`config.mk`:
```
export PLATFORM = sky130hd
export DESIGN_NAME = tbird_seq_lights_flat
export DESIGN_NICKNAME = d
export VERILOG_FILES = /design/src/rtl/tbird_seq_lights_if.sv /design/src/rtl/tbird_seq_lights.sv /design/src/flat_wrapper.sv
export SDC_FILE = /design/constraint.sdc
export NUM_CORES = 1
export LEC_CHECK = 0
export ABC_AREA = 1
export BUFFER_PORTS_ARGS = -buffer_cell sky130_fd_sc_hd__buf_2
export CAP_MARGIN = 30
export CORE_AREA = 2 2 39 41
export DETAILED_ROUTE_END_ITERATION = 7
export DIE_AREA = 0 0 41 43
export MAX_ROUTING_LAYER = met4
export PLACE_DENSITY = 0.62
export SYNTH_ARGS = -nofsm -noshare
export SYNTH_HDL_FRONTEND = slang
export SYNTH_SLANG_ARGS = --single-unit
```
`constraint.sdc`:
```
create_clock -name clk -period 1.8 [get_ports clk]
set_clock_uncertainty 0.15 [all_clocks]
set_input_delay 0.09 -clock clk [delete_from_list [all_inputs] [get_ports clk]]
set_output_delay 0.09 -clock clk [all_outputs]
set_load 0.01 [all_outputs]
```
`src/rtl/tbird_seq_lights_if.sv`:
```
// Control/lamp bundle between the driver-control block and the tail-light controller.
//   left, right, haz, brake : debounced driver requests (driven by master)
//   l_lights, r_lights      : lamp drives, bit 0 innermost (driven by slave)
//   busy                    : controller is not idle (driven by slave)
interface tbird_seq_lights_if #(
    parameter int unsigned N_LAMPS = 3
) ();
    logic               left;
    logic               right;
    logic               haz;
    logic               brake;
    logic [N_LAMPS-1:0] l_lights;
    logic [N_LAMPS-1:0] r_lights;
    logic               busy;

    modport master (
        output left, right, haz, brake,
        input  l_lights, r_lights, busy
    );

    modport slave (
        input  left, right, haz, brake,
        output l_lights, r_lights, busy
    );
endinterface

```
`src/rtl/tbird_seq_lights.sv`:
```
// Sequential tail-light controller: N_LAMPS lamps per side, TICK_DIV cycles per
// animation step, hazard abort at step boundaries and a combinational brake overlay.
//   clk   : clock, rising edge
//   rst_b : asynchronous active-low reset
//   bus   : slave side of tbird_seq_lights_if (requests in, lamps/busy out)
module tbird_seq_lights #(
    parameter int unsigned N_LAMPS  = 3,
    parameter int unsigned TICK_DIV = 1
) (
    input  logic               clk,
    input  logic               rst_b,
    tbird_seq_lights_if.slave  bus
);

    localparam int unsigned KW = $clog2(N_LAMPS + 1);
    localparam int unsigned DW = (TICK_DIV > 1) ? $clog2(TICK_DIV) : 1;

    typedef enum logic [1:0] {
        ST_IDLE  = 2'd0,
        ST_LEFT  = 2'd1,
        ST_RIGHT = 2'd2,
        ST_HAZ   = 2'd3
    } state_e;

    state_e          state_q, state_d;
    logic [KW-1:0]   k_q, k_d;
    logic [DW-1:0]   d_q, d_d;
    logic            boundary;
    logic [N_LAMPS-1:0] base_l, base_r;

    // State, step counter and divider registers
    always_ff @(posedge clk or negedge rst_b) begin
        if (!rst_b) begin
            state_q <= ST_IDLE;
            k_q     <= '0;
            d_q     <= '0;
        end else begin
            state_q <= state_d;
            k_q     <= k_d;
            d_q     <= d_d;
        end
    end

    // Next-state logic; request inputs only matter in IDLE or at a step boundary
    always_comb begin
        state_d  = state_q;
        k_d      = k_q;
        d_d      = d_q;
        boundary = (d_q == DW'(TICK_DIV - 1));

        case (state_q)
            ST_IDLE: begin
                if ((bus.left && bus.right) || bus.haz) begin
                    state_d = ST_HAZ;
                    k_d     = '0;
                end else if (bus.left) begin
                    state_d = ST_LEFT;
                    k_d     = KW'(1);
                end else if (bus.right) begin
                    state_d = ST_RIGHT;
                    k_d     = KW'(1);
                end
            end
            ST_LEFT, ST_RIGHT: begin
                if (boundary) begin
                    // The last step always completes; haz is only honoured before it
                    if (k_q == KW'(N_LAMPS)) begin
                        state_d = ST_IDLE;
                        k_d     = '0;
                    end else if (bus.haz) begin
                        state_d = ST_HAZ;
                        k_d     = '0;
                    end else begin
                        k_d = k_q + KW'(1);
                    end
                end
            end
            ST_HAZ: begin
                if (boundary) begin
                    state_d = ST_IDLE;
                end
            end
            default: begin
                state_d = ST_IDLE;
                k_d     = '0;
            end
        endcase

        // Divider free-runs while active, parked at zero in IDLE
        if (state_q == ST_IDLE) begin
            d_d = '0;
        end else begin
            d_d = boundary ? '0 : d_q + DW'(1);
        end
    end

    // Base lamp decode: k lowest lamps lit on the sequencing side
    always_comb begin
        base_l = '0;
        base_r = '0;
        for (int i = 0; i < N_LAMPS; i++) begin
            if (KW'(i) < k_q) begin
                if (state_q == ST_LEFT)  base_l[i] = 1'b1;
                if (state_q == ST_RIGHT) base_r[i] = 1'b1;
            end
        end
        if (state_q == ST_HAZ) begin
            base_l = '1;
            base_r = '1;
        end
    end

    // Brake lights every side that is not currently sequencing
    always_comb begin
        bus.l_lights = base_l;
        bus.r_lights = base_r;
        if (bus.brake) begin
            if (state_q != ST_LEFT)  bus.l_lights = '1;
            if (state_q != ST_RIGHT) bus.r_lights = '1;
        end
        bus.busy = (state_q != ST_IDLE);
    end

endmodule

```
`src/flat_wrapper.sv`:
```
// flat-port wrapper written by rule: the top's interface ports become plain ports
module tbird_seq_lights_flat 
#(
    parameter int unsigned N_LAMPS  = 3,
    parameter int unsigned TICK_DIV = 1
)
  (clk, rst_b, bus_left, bus_right, bus_haz, bus_brake, bus_l_lights, bus_r_lights, bus_busy);
  tbird_seq_lights_if #(.N_LAMPS(N_LAMPS)) bus_i ();
  input  logic clk;
  input  logic rst_b;
  input wire logic [$bits(bus_i.left)-1:0] bus_left;
  input wire logic [$bits(bus_i.right)-1:0] bus_right;
  input wire logic [$bits(bus_i.haz)-1:0] bus_haz;
  input wire logic [$bits(bus_i.brake)-1:0] bus_brake;
  output wire logic [$bits(bus_i.l_lights)-1:0] bus_l_lights;
  output wire logic [$bits(bus_i.r_lights)-1:0] bus_r_lights;
  output wire logic [$bits(bus_i.busy)-1:0] bus_busy;
  assign bus_i.left = bus_left;
  assign bus_i.right = bus_right;
  assign bus_i.haz = bus_haz;
  assign bus_i.brake = bus_brake;
  assign bus_l_lights = bus_i.l_lights;
  assign bus_r_lights = bus_i.r_lights;
  assign bus_busy = bus_i.busy;
  tbird_seq_lights #(.N_LAMPS(N_LAMPS), .TICK_DIV(TICK_DIV)) u_core (.clk(clk), .rst_b(rst_b), .bus(bus_i));
endmodule
```
# Yosys cells after proc, flatten, opt, wreduce, memory -nomap -nowiden
# Cells that the tools add are included.
[totals]
register_bits = 5
output_inout_bits = 7
wordCells = 57
[op_classes]
addsub = 2
order_cmp = 3
eq_ne = 10
n_mux = 31
reduce_logical = 8
[op_table]
columns = ["op", "count"]
rows = [
  ["2-bit 2-to-1 mux", 13],
  ["3-bit 2-to-1 mux", 6],
  ["1-bit 2-to-1 mux", 10],
  ["2-bit equality test, second input constant", 3],
  ["2-bit inequality test, second input constant", 3],
  ["2-bit case mux with 3 select lines", 1],
  ["1-bit by 2-bit < comparator with 1-bit output, first input constant", 2],
  ["4-bit by 3-bit inequality test with 1-bit output, second input constant", 1],
  ["2-bit case mux with 2 select lines", 1],
  ["4-bit AND reduction", 1],
  ["2-bit nonzero test", 2],
  ["3-bit by 2-bit inequality test with 1-bit output, second input constant", 1],
  ["3-bit AND reduction", 1],
  ["2-bit by 1-bit adder with 2-bit output, second input constant", 1],
  ["2-bit by 1-bit equality test with 1-bit output, second input constant", 1],
  ["2-bit logical NOT", 1],
  ["2-bit < comparator, first input constant", 1],
  ["2-bit by 1-bit inequality test with 1-bit output, second input constant", 1],
  ["2-bit OR reduction", 1],
  ["1-bit adder, second input constant", 1],
  ["1-bit logical AND", 1],
  ["1-bit logical OR", 1],
]

# Longest topological paths before layout
[depth]
ltp_word = 6
ltp_mapped = 8

# Worst setup path before layout
# Ideal clock, no wire load.
[synth_path]
path_type = "reg-to-reg"
startpoint = "register u_core.state_q[0]"
endpoint = "register u_core.k_q[0]"
arrival_time_ns = 1.067
t_required_ns = 1.585
path_slack_ns = 0.518
path_stages_with_launch = 7
path_buffers = 0
period_less_slack_ns = 1.282
path_cell_list = "dfrtp_1 > inv_1 > ha_1 > nand3b_1 > nand2_1 > nand2_1 > nand2_1"
[synth_between]
elab_chain_cells = 4
word_cells_on_any_way = 9
cone_classes = "eq/ne (4); mux (1); reduce/logical (4)"
[synth_rtl]
columns = ["element", "line", "text"]
rows = [
  ["start: declaration", "tbird_seq_lights.sv:25", "state_e state_q, state_d;"],
  ["start signal: assignment", "tbird_seq_lights.sv:38", "state_q <= state_d;"],
  ["2-bit equality test / 2-bit by 1-bit equality test with 1-bit output (equally long branches)", "tbird_seq_lights.sv:51", "case (state_q)"],
  ["2-bit OR reduction", "tbird_seq_lights.sv:51", ""],
  ["2-bit inequality test (no line) / 2-bit nonzero test (equally long branches)", "n/a", ""],
  ["3-bit AND reduction (no line)", "n/a", ""],
  ["end signal: assignment", "tbird_seq_lights.sv:39", "k_q <= k_d;"],
  ["end: declaration", "tbird_seq_lights.sv:26", "logic [KW-1:0] k_q, k_d;"],
]
# Parallel ways exist; a longest one is shown, timed or not.
# A chain may end at the register's enable or synchronous reset.

# Worst setup path in the final report
[layout_path]
startpoint = "register u_core.state_q[0]"
endpoint = "output bus_r_lights[1]"
[layout_between]
elab_chain_cells = 6
word_cells_on_any_way = 8
cone_classes = "eq/ne (3); mux (5)"
[layout_rtl]
columns = ["element", "line", "text"]
rows = [
  ["2-bit equality test", "tbird_seq_lights.sv:104", "if (state_q == ST_RIGHT) base_r[i] = 1'b1;"],
  ["1-bit 2-to-1 mux", "tbird_seq_lights.sv:104", ""],
  ["1-bit 2-to-1 mux", "tbird_seq_lights.sv:102", "if (KW'(i) < k_q) begin"],
  ["3-bit 2-to-1 mux", "tbird_seq_lights.sv:107", "if (state_q == ST_HAZ) begin"],
  ["3-bit 2-to-1 mux", "tbird_seq_lights.sv:119", "if (state_q != ST_RIGHT) bus.r_lights = '1;"],
  ["3-bit 2-to-1 mux *", "tbird_seq_lights.sv:117", "if (bus.brake) begin"],
  ["end: declaration", "flat_wrapper.sv:16", "output wire logic [$bits(bus_i.r_lights)-1:0] bus_r_lights;"],
]
# Mark *: on every way between the ends. The rest lies on a longest branch, timed or not.

==> impl_metrics.toml <==
[finish]
multi_input_comb_area_sq_um = 258
area.sequential_sq_um = 100
num-fill-cells = 152
n_antenna_cell = 0
areaGrowthSynthToFinish_pct = 28.0
post_route_cells_drive_above_1_share = 0.240
final_nets = 90

[power]
power.clock.fraction = 0.130
worst_ir_drop_vdd_mv = 0.521
p_total_w = 0.000884
p_sw_frac = 0.499
pwr_density_cell_mw_per_mm2 = 1710
combPwrFrac = 0.652
p_int_w = 0.000443
power.sequential.fraction = 0.218
static-leakage-power_nw = 0.293
power.switching_w = 0.000441

[global_routing]
grt-ovfl-total = 0
grtUsageTotal = 0.121
grt_pass1_wl_um = 1350
initial_antenna_violation_count = 0
pin_count_of_the_biggest_net_entering_global_routing = 6
first_global_vias = 368

[floorplanning]
design.die.area_sq_mm = 0.00176
num_io_pins = 13
placementRows = 14
chipHeight_um = 43
initial_utilization = 0.291
x_dimension_of_the_die_um = 41
design.core.area_sq_mm = 0.00138

[yosys]
syn-instance-count = 59
post_synth_instance_area_sq_um = 403
netlist-cell-type-count = 12
net_count_after_synthesis = 72
synth.largest_area_cell = "sky130_fd_sc_hd__dfrtp_1"
yosysSeqAreaShare = 0.248
synth-seq-cells = 4
yosysWarnings = 0
postSynthAreaPerCell_sq_um = 6.83
ys_top_cells_by_area = "sky130_fd_sc_hd__dfrtp_1, sky130_fd_sc_hd__ha_1, sky130_fd_sc_hd__nand2_1"
synth_largest_type_area_fraction = 0.248

[worst_setup_path]
worst-path-buf-inv = 3
cp_data_arrival_time_ns = 1.37
cp_max_fo = 4
timing.critical_path.max_delay_family = "flip-flops"
worstSetupStartpointType = "flip-flop"
timing.critical_path.slowest_cell_delay_ns = 0.41
required_ns = 1.56
timing.critical_path.slowest_stage_cell = "sky130_fd_sc_hd__dfrtp_1"
crit_path_cell_trace = "inv_1, ha_1, inv_1, a21oi_1, o21ai_0, buf_2"
cpMostUsedCell = "sky130_fd_sc_hd__inv_1"
worst-setup-path-type = "flip-flop to primary output"
worst_setup_path_end_kind = "primary output"

[placement]
dp_hpwl_um = 697
placement.io_buffers = 12
globalplace.congestion = 0.819

[timing]
max_clock_freq_ghz = 0.621
worst_pin_slew_ns = 0.202
rsz_0062_raised_after_global_routing = "no"
setup_violations = 0
maxSlewHeadroom = 0.865
period_utilization_post_route = 0.895
finalCriticalPeriod_ns = 1.61
timing_hold_violations_final = 0
slew_violations = 0
holdWs_ns = 0.0277
totalNegativeSetupSlack_ns = 0

[cts]
clock_path_buffers = 2
clock-sinks = 4
cts_tree = "built"
worstSkewPairLatency_ns = 0.24
tritoncts.num_buffers = 3
clk_transition_reported_paths_ns = 0.04
clock_tree_root_driver_cell = "sky130_fd_sc_hd__clkbuf_4"
cts_htree_levels = 1

[worst_hold_path]
timing.hold.worst.class = "input pin to asynchronous set/reset pin"

[run_status]
result_of_the_run = "complete, no violations"

[route]
drc = 0
drt-wirelength-per-cell_um = 9.10
drt_iter0_drc = 5
ant_nets = 0
avgViaCountPerCell = 4.43
vias = 403
drt_pass1_iterations = 4
finalWirelength_um = 828

[job]
cap_violations = 0
-- synth_stat cells --
| cell | number |
|---|---|
| sky130_fd_sc_hd__nand2_1 | 17 |
| sky130_fd_sc_hd__inv_1 | 12 |
| sky130_fd_sc_hd__o21ai_0 | 6 |
| sky130_fd_sc_hd__nand3b_1 | 2 |
| sky130_fd_sc_hd__nor2_1 | 2 |
| sky130_fd_sc_hd__ha_1 | 7 |
| sky130_fd_sc_hd__or2_1 | 1 |
| sky130_fd_sc_hd__a21oi_1 | 3 |
| sky130_fd_sc_hd__nand3_2 | 1 |
| sky130_fd_sc_hd__nand3_1 | 2 |
| sky130_fd_sc_hd__dfrtp_1 | 4 |
| sky130_fd_sc_hd__nor2_2 | 2 |
-- cells by family after synthesis --
logic type,count (synthesis),share of synthesized area
adders and majority gates,7,0.217
AOI/OAI and AO/OA,9,0.112
and+or+nand+nor,27,0.311
buffers and inverters,12,0.112
DFF,4,0.248
-- metrics by stage --
| step | cells | worst slack, ns | util | area, sq um |
|---|---|---|---|---|
| finish | 91 | 0.189 | 0.373 | 515 |
| global route | 91 | 0.00712 | 0.373 | 515 |
| CTS | 91 | 0.183 | 0.373 | 515 |
| detailed placement | 87 | 0.408 | 0.349 | 483 |
| global placement | 87 | 0.445 | 0.349 | 483 |
| floorplan | 59 | 0.518 | - | 403 |
-- layout by cell type, fill, tap and decap left out, types with 2 or more instances in the layout --
cell	n
sky130_fd_sc_hd__nand3b_1	2
sky130_fd_sc_hd__nor2_1	2
sky130_fd_sc_hd__a21oi_1	3
sky130_fd_sc_hd__dfrtp_1	4
sky130_fd_sc_hd__nand3_1	2
sky130_fd_sc_hd__nor2_2	2
sky130_fd_sc_hd__o21ai_0	6
sky130_fd_sc_hd__clkbuf_4	3
sky130_fd_sc_hd__nand2_1	17
sky130_fd_sc_hd__ha_1	7
sky130_fd_sc_hd__inv_1	12
sky130_fd_sc_hd__buf_2	12
-- power by group through the flow --
stage	logic [W]	registers (W)	clock network (W)
floorplan	0.000412	0.000178	0
global placement	0.000570	0.000188	0
detailed placement	0.000579	0.000194	0
CTS	0.000581	0.000193	0.000119
global route	0.000677	0.000202	0.000124
finish	0.000576	0.000193	0.000115
-- registers in the layout, summed over array words and instances, names as in the netlist --
| signal | flops |
|---|---|
| u_core.k_q | 2 |
| u_core.state_q | 2 |
-- layer usage --
layer  up-vias  part of all wire  track usage
li1        215                 -            -
met1       167              0.42        0.120
met2        18              0.46        0.184
met3         3             0.072       0.0157
met4         0             0.039        0.120
met5         -                 0            -
-- layout make-up --
| class | instances | share of cell area |
|---|---|---|
| timing repair buffer | 13 | 0.136 |
| inverter | 12 | 0.0874 |
| clock buffer | 3 | 0.0437 |
| multi-input combinational | 43 | 0.500 |
| sequential | 4 | 0.194 |
| tap | 16 | 0.0388 |
-- worst paths after layout --
check | end | slack [ns] | depth (start not counted) | startpoint
setup / recovery | bus_r_lights[1] | 0.19 | 6 | u_core.state_q[0]$_DFFE_PN0P_
hold / removal | u_core.state_q[1]$_DFFE_PN0P_ | 0.03 | 2 | rst_b
setup reg to reg | u_core.state_q[0]$_DFFE_PN0P_ | 0.41 | 6 | u_core.state_q[0]$_DFFE_PN0P_
hold reg to reg | u_core.state_q[1]$_DFFE_PN0P_ | 0.39 | 2 | u_core.state_q[1]$_DFFE_PN0P_
max in group asynchronous | u_core.k_q[0]$_DFFE_PN0P_ | 1.35 | 2 | rst_b
min in group clk | u_core.state_q[1]$_DFFE_PN0P_ | 0.06 | 4 | bus_right
-- what timing repair did --
item,4_1_cts,5_1_grt
setup buffers,0,0
hold buffers,1,0
hold endpoints to repair,4,0
resized for setup,0,0
No activity file was read; power rests on OpenSTA's default activity.
